### config.mk
export PLATFORM = sky130hd
export DESIGN_NAME = svnet_skid_buffer
export DESIGN_NICKNAME = d
export VERILOG_FILES = /design/src/rtl/svnet_skid_buffer.sv
export SDC_FILE = /design/constraint.sdc
export NUM_CORES = 1
export LEC_CHECK = 0
export CAP_MARGIN = 10
export CORE_AREA = 3 3 40 42
export DETAILED_ROUTE_END_ITERATION = 8
export DIE_AREA = 0 0 43 45
export SLEW_MARGIN = 10
export SYNTH_ARGS = -nofsm -noshare
export SYNTH_HDL_FRONTEND = slang
export SYNTH_SLANG_ARGS = --single-unit
### constraint.sdc
create_clock -name clk -period 1.2 [get_ports clk]
set_clock_uncertainty 0.1 [all_clocks]
set_input_delay 0.12 -clock clk [delete_from_list [all_inputs] [get_ports clk]]
set_output_delay 0.12 -clock clk [all_outputs]
set_load 0.02 [all_outputs]
### src/rtl/svnet_skid_buffer.sv
// Two-entry skid buffer: registered in_ready, out_valid and out_data, so no
// combinational path crosses the block in either direction.
module svnet_skid_buffer #(
    parameter int               WIDTH = 1,
    parameter logic [WIDTH-1:0] INIT  = '0
) (
    input  logic             clk,
    input  logic             rst_n,
    input  logic [WIDTH-1:0] in_data,
    input  logic             in_valid,
    output logic             in_ready,
    output logic [WIDTH-1:0] out_data,
    output logic             out_valid,
    input  logic             out_ready,
    output logic [1:0]       level
);

    localparam logic [1:0] EMPTY = 2'd0;
    localparam logic [1:0] HALF  = 2'd1;
    localparam logic [1:0] FULL  = 2'd2;

    logic [1:0]       state_q, state_d;
    logic [WIDTH-1:0] main_q, main_d;
    logic [WIDTH-1:0] skid_q, skid_d;
    logic             in_ready_q, in_ready_d;
    logic             out_valid_q, out_valid_d;
    logic             in_fire, out_fire;

    assign in_fire  = in_valid & in_ready_q;
    assign out_fire = out_valid_q & out_ready;

    always_comb begin
        state_d = state_q;
        main_d  = main_q;
        skid_d  = skid_q;
        case (state_q)
            EMPTY: begin
                if (in_fire) begin
                    state_d = HALF;
                    main_d  = in_data;
                end
            end
            HALF: begin
                if (in_fire && out_fire) begin
                    main_d = in_data;
                end else if (in_fire) begin
                    state_d = FULL;
                    skid_d  = in_data;
                end else if (out_fire) begin
                    state_d = EMPTY;
                end
            end
            FULL: begin
                // in_ready is low in FULL, so only a drain can happen here
                if (out_fire) begin
                    state_d = HALF;
                    main_d  = skid_q;
                end
            end
            default: state_d = EMPTY;
        endcase
        in_ready_d  = (state_d != FULL);
        out_valid_d = (state_d != EMPTY);
    end

    always_ff @(posedge clk or negedge rst_n) begin
        if (!rst_n) begin
            state_q     <= EMPTY;
            main_q      <= INIT;
            skid_q      <= INIT;
            in_ready_q  <= 1'b0;
            out_valid_q <= 1'b0;
        end else begin
            state_q     <= state_d;
            main_q      <= main_d;
            skid_q      <= skid_d;
            in_ready_q  <= in_ready_d;
            out_valid_q <= out_valid_d;
        end
    end

    assign in_ready  = in_ready_q;
    assign out_valid = out_valid_q;
    assign out_data  = main_q;
    assign level     = state_q;

endmodule

Word-level counts from Yosys, hierarchy flattened --
Index checks and enable logic that the tools add are counted.
Operators by class: add/sub/neg operators 0, multiply operators 0, div/mod/pow operators 0, order comparisons 0, eq/ne operators 6, shift operators 0, muxes and demuxes 10, bitwise logic cells 3, reductions and logical operators 6
Operator list (count):
- $mux 2 | 5
- $ne 2x2->1 const B | 4
- $pmux 2 s3 | 1
- $reduce_and 4->1 | 1
- $mux 1 | 3
- $pmux 1 s3 | 1
- $reduce_and 3->1 | 1
- $reduce_bool 3->1 | 1
- $and 1x1->1 | 2
- $eq 2x1->1 const B | 1
- $eq 2x2->1 const B | 1
- $logic_not 2->1 | 1
- $reduce_bool 2->1 | 1
- $logic_and 1x1->1 | 1
- $not 1->1 | 1
Word-level totals: register bits 6, bits in latches 0, memory bits (writable) 0, ROM bits 0, output and inout bits 5, memories 0

Logic depth before layout (Yosys ltp) --
word-level depth 6, mapped depth 3, gate-level depth less buffers 3

Worst setup path after synthesis --
No wires, ideal clock.
kind register to register, start point register state_q[1], in the netlist level[1], end point register skid_q, library setup time 0.125 ns, arrival time 1.121 ns, data required time 0.975 ns, path slack -0.147 ns, stages on the path, launching flop included 4, path buffers 0, clock period less this slack 1.347 ns, cells stage by stage dfrtp_1 -> and3b_1 -> nand2_1 -> mux2_4
On the way: word-level cells in the longest chain between the ends 2
Ends and longest elaborated chain:
- start, declared | line 22 | logic [1:0] state_q, state_d;
- start signal, assigned | line 74 | state_q <= state_d;
- $eq 2x1->1 | line 36 | case (state_q)
- $reduce_and 3->1 (no line)
- end signal, assigned | line 76 | skid_q <= skid_d;
- end, declared | line 24 | logic [WIDTH-1:0] skid_q, skid_d;
No other way between the ends. A chain may end at the register's enable or synchronous reset.

Worst setup path after layout --
Same ends and word-level chain as after synthesis.

==> summary.md <==
| Metric | Value |
|---|---|
| 1st-iter DRT viols | 2 |
| Most numerous cell in the Yosys netlist | dfrtp_1 |
| Chip width | 43 um |
| Arrival time worst endpoint | 1280 ps |
| P_int | 768 uW |
| Synth top area cells | dfrtp_1, a21boi_4, and3b_1, a21oi_1, a221oi_2 |
| Switching share of power | 38.6% |
| CORE AREA | 1280 um2 |
| Synthesized area | 319 um2 |
| DIE AREA | 1940 um2 |
| Per-cell routed wire length | 12.5 um |
| Clk root buf | clkbuf_4 |
| Slew @ Worst Pin | 286 ps |
| # rows | 13 |
| First-pass GRT wire length | 1310 um |
| # diodes | 0 |
| Number of synthesized flops with an enable pin | 0 |
| Top Ports | 10 |
| Layout cells sized above 1 | 50.0% |
| Worst setup path class | reg -> reg |
| CTS tree | done |
| RSZ-0062 raised after global routing | true |
| Clock slew at reported path FFs | 50 ps |
| Chip height | 45 um |
| Detailed Place HPWL | 560 um |
| Area Growth Syn to Fin | 60.0% |
| Ys Warns | 0 |
| Final period utilization | 104% |
| Gr ovfl total | 0 |
| Worst skew pair latency | 250 ps |
| GPL Wtd Cong | 0.828 |
| Synthesis-stage register bit count | 6 |
| Crit end category | flop |
| Port Buffers | 9 |
| Residual DRC | 0 |
| Violated checks | negative setup slack |
| Leakage | 0.000232 uW |
| Syn Area/Cell | 11.0 um2 |
| Startpoint types | flop |
| Sequential area share after synthesis | 47.1% |
| Pin count of the biggest net entering global routing | 8 |
| Starting density of the core | 24.8% |
| Final Max Tran Viols | 0 |
| Comb pwr share | 52.5% |
| Commonest cells post-synth | dfrtp_1, a21oi_1, nand2_1 |
| Clk sinks | 6 |
| Number of hold violations in the final report | 0 |
| Sequential share of power | 32.2% |
| # H-tree levels | 1 |
| Vias in the first global route | 318 |
| Synth cell types | 17 |
| Initial antenna violation count | 0 |
| Status | finished with violations |
| Fmax | 0.801 GHz |
| Clock share of power | 15.3% |
| Pwr per Cell Area | 2450 nW/um2 |
| WHS | 18.0 ps |
| Slew margin rel. | 80.8% |
| Final WL | 762 um |
| Final setup violation count | 4 |
| GRT Resource Usage Total | 9.95% |
| Number of antenna-violating nets in the routed design | 0 |
| Filler cells | 138 |
| Setup WS post-layout | -49.2 ps |
| Synth async-reset ratio | 100% |
| Top_reg_cell synth | dfrtp_1 |
| Syn Nets | 34 |
| CTS max path bufs | 2 |
| Tightest Hold Check Type | in -> async |
| Cells after synthesis | 29 |
| Routed vias | 288 |
| Vias per inst | 4.72 |
| Dominant cell type by area after synthesis | dfrtp_1 |
| Max Cap Viol | 0 |
| Yosys top cell area share | 47.1% |
| Worst-path fanout max | 5 |
| Switching pwr | 483 uW |
| Num CTS Buffers | 3 |
| Nets | 53 |
| Minimum clock period | 1250 ps |
| Worst EP required | 1230 ps |
| Pwr Total | 1250 uW |
| First-pass iteration count of the detailed router | 2 |
| Worst vdd ir | 0.951 mV |
==> final cells by class <==
class	instances	area [um2]	share of cell area [%]
clock buffer	3	22.5	4.41
sequential	6	153	29.9
tap	15	18.8	3.68
multi-input combinational	21	198	38.7
timing repair buffer	14	111	21.8
inverter	2	7.51	1.47
==> per-stage QoR <==
step	utilization [%]	std cells	TNS [ps]	worst slack, ps	instance area [um2]
6_report	39.7	61	-69.8	-49.2	510
4_1_cts	40.1	60	-106	-62.3	515
5_1_grt	39.7	61	-292	-97.6	510
3_5_place_dp	35.8	57	-995	-234	460
3_3_place_gp	35.8	57	-894	-226	460
2_1_floorplan	-	29	-116	-104	322
==> logic make-up after synthesis <==
| family | share of synthesized area, % |
|---|---|
| buffers and inverters | 2.35 |
| flip-flops | 47.1 |
| AND/OR/NAND/NOR | 18.4 |
| multiplexers | 4.70 |
| AO/OA/AOI/OAI | 27.4 |
==> state kept, by name (all words and copies together), names as in the netlist <==
signal and count:
out_valid 1, out_data 1, skid_q 1, in_ready 1, level 2
==> cell usage in the layout, fill, tap and decap left out, types with 2 or more instances in the layout <==
cell type,count
a21oi_1,3
buf_2,2
buf_4,5
clkbuf_4,3
clkdlybuf4s50_1,4
dfrtp_1,4
dfrtp_2,2
inv_1,2
nand2_1,2
o21ai_1,3
==> worst paths after layout <==
path	from	endpoint	slack, ps	depth (start not counted)
setup reg to reg	level[1]	skid_q	-50	3
min in group clk	in_valid	out_valid	480	3
setup / recovery	level[1]	skid_q	-50	3
hold reg to reg	skid_q	skid_q	490	1
max in group asynchronous	rst_n	level[1]	730	1
hold / removal	rst_n	skid_q	20	1
==> layer usage <==
metal	up-vias	wire [um]	GRT usage, %
met5	-	0	0
met4	0	8	3.61
met3	3	61	7.17
met2	10	330	15.3
met1	132	362	10.7
li1	143	-	-
==> timing repair <==
| item | CTS | global route |
|---|---|---|
| setup buffers | 0 | 1 |
| resized for setup | 14 | 7 |
| endpoints found under the hold margin | 0 | 0 |
| setup endpoints to repair | 7 | 9 |
| hold buffers | 0 | 0 |
==> worst max-delay path, stage by stage (launching register included) <==
cell and delay (ps):
dfrtp_2 420, and3b_2 270, nand2_2 50, mux2_4 290
==> power groups by stage <==
stage                     registers, uW  clock network (uW)  logic, uW
after floorplan                     468                   0        263
after global placement              392                   0        617
after detailed placement            394                   0        616
after CTS                           404                 198        645
after global routing                416                 219        708
final                               402                 192        656
Note: power is estimated with default switching activity, not from simulation.
==> RTL change, RTL diff (same settings) <==
Make the reset (`rst_n`) synchronous in one clocked block.
--- a/src/rtl/svnet_skid_buffer.sv
+++ b/src/rtl/svnet_skid_buffer.sv
@@ -63,7 +63,7 @@
         out_valid_d = (state_d != EMPTY);
     end
 
-    always_ff @(posedge clk or negedge rst_n) begin
+    always_ff @(posedge clk) begin
         if (!rst_n) begin
             state_q     <= EMPTY;
             main_q      <= INIT;
Formal check against the unedited RTL: differs if rst_n is asserted again (counterexample within 4 cycles, from zero or initial values and one cycle with rst_n low); with rst_n held inactive, the same outputs for 10 cycles.
==> RTL change against the original RTL <==
  * Wire length decreased by 17%
  * Area after synthesis decreased by 13%
  * Final area decreased by 7.1%
  * Highest routed layer unchanged
  * Setup slack improved by 0.019 ns
  * Final cell count unchanged
  * The run still ends with negative setup slack left
  * Sequential cell count unchanged
  * Sequential share of layout area decreased by 3.0 points
  * Synthesized cell count increased by 3.4%
Power is not compared: it rests on default switching activity, and its combinational part moved more than twofold at a synthesized area within 25%.
==> RTL change: results (changes against the original RTL) <==
post-synthesis mux area share=0.113 (+0.0656); Num CTS Buffers=3 (unchanged); CP max stage delay=0.36 ns (-0.06 ns); Compound-Gate Fraction of Synth Area=0.162 (-0.112); Post-synth ARST share=0 (-1.00); CTS HTree Levels=1 (unchanged); DRT iter0 DRCs=8 (+6); Rel. slew slack=0.846 (+0.0386); fillcell total=142 (+2.9%); Crit Reg-Reg Endpoint=out_data; WP data arrival=1.31 ns (+0.03 ns); adder-cell area share of the yosys netlist=0 (unchanged); DR pass1 iterations=4 (+2); vias in the first global route=234 (-26%); vias post-DR=264 (-8.3%); DRT antenna net count=0 (unchanged); Post-synth top cells=6 x dfxtp_1, 6 x nand2_1, 4 x a21oi_1, 3 x nor2b_2; RePlAce Congestion=0.706 (-15%); Cell Area, Placed=413 sq um (-10%); Worst Hold Class=register to register; fin nets=52 (-1.9%); Setup violations, final=2 (-2); startpoint types=register; crit path capture type=register; pre-CTS WS=-0.211 ns (+0.0231 ns); Root Buffer=clkbuf_4; worst r2r src=level[1]; worst-case clock buffer depth=2 (unchanged); unique cell type count in the Yosys netlist=13 (-4); Min-Delay Path Depth=2; syn_nets=35 (+2.9%); CP max stage cell=dfxtp_4; post-route setup slack=-0.0306 ns (+0.0186 ns); Ant. Diodes=0 (unchanged); GR Util All Layers=0.0709 (-0.0286); antenna violations before repair=0 (unchanged); clock-pin slew on the worst setup and hold paths=0.05 ns (about the same); Area contributors post-synth=dfxtp_1 43%, nor2b_2 9.5%, nand2_1 8.1%; Max IR drop VDD=0.400 mV; TritonCTS clock tree=built; DR WL/cell=10.4 um (-17%); largest net degree at the start of global routing=8 (unchanged); port bufs=9 (unchanged); P_leak=0.214 nW; max reg flops=2 (unchanged); clk_lat worst skew=0.25 ns (about the same); synth warn=0 (unchanged); register area share after synthesis=0.432 (-0.0382); failing checks=negative setup slack; Worst Path Max Fanout=5 (unchanged); R2R depth=4 (+1); layout cells sized above 1=0.413 (-0.0870); xor/xnor share of the synthesized area=0 (unchanged); outcome=finished, violations left; first-pass GRT wire length=938 um (-28%); Synth Flop Type=dfxtp_1
==> RTL change: cell types whose count changed in the layout (fill, tap and decap cells not counted), moves of 3 or more <==
cell / delta
dfrtp_1: -4
dlygate4sd2_1: +4
dfxtp_2: +3
nand2_1: +3
nor2b_4: +3
o21ai_1: -3
==> RTL change: routing by layer <==
metal  up-vias  track usage  wire (um)
met2         9       0.0928        294
met5         -            0          0
met4         0       0.0723         26
li1        134            -          -
met1       118       0.0872        273
met3         3       0.0239         38
==> RTL change: logic make-up after synthesis <==
family / after synthesis
multiplexers: 3
AO/OA/AOI/OAI: 7
AND/OR/NAND/NOR: 14
flip-flops: 6
==> RTL change: how the worst min path moves through the flow <==
stage	startpoint	end	slack (ns)
global route	out_data	out_data	0.38
CTS	out_data	out_data	0.37
detailed placement	out_data	out_data	0.36
global placement	out_data	out_data	0.36
floorplan	rst_n	out_valid	0.13
finish	out_data	out_data	0.37
==> RTL change: critical path, delay by kind of cell, from the launching register on <==
kind	cells	cell delay, ns
flops	1	0.36
compound gates	1	0.13
simple gates	2	0.40
mux	1	0.17
==> RTL change: power breakdown <==
part	total (mW)	internal, mW	switching (mW)	leakage (nW)
combinational	0.109	0.0560	0.0534	0.149
sequential	0.223	0.213	0.00996	0.0508
clock	0.207	0.126	0.0804	0.0150
total	0.539	0.395	0.144	0.214
==> RTL change: cell type report <==
| cell class | count | area (sq um) | share of cell area |
|---|---|---|---|
| Clock buffer | 4 | 26.3 | 0.0554 |
| Multi-Input combinational cell | 24 | 195 | 0.412 |
| Sequential cell | 6 | 128 | 0.269 |
| Tap cell | 15 | 18.8 | 0.0396 |
| Timing Repair Buffer | 12 | 106 | 0.224 |
==> RTL change: stage by stage <==
| stage | cells | hold WS [ns] | power (mW) | TNS, ns |
|---|---|---|---|---|
| after floorplan | 30 | 0.129 | 0.281 | -0.000163 |
| after global placement | 55 | 0.357 | 0.331 | -0.837 |
| after detailed placement | 55 | 0.356 | 0.331 | -0.880 |
| after CTS | 59 | 0.367 | 0.544 | -0.0119 |
| after global routing | 61 | 0.378 | 0.568 | -0.161 |
| final | 61 | 0.365 | 0.539 | -0.0456 |
==> RTL change: repair_timing <==
action | in CTS | in global routing
setup endpoints to repair | 6 | 5
pin swaps | 0 | 2
gates cloned | 0 | 0
gates resized for setup | 8 | 3
setup buffers | 0 | 2
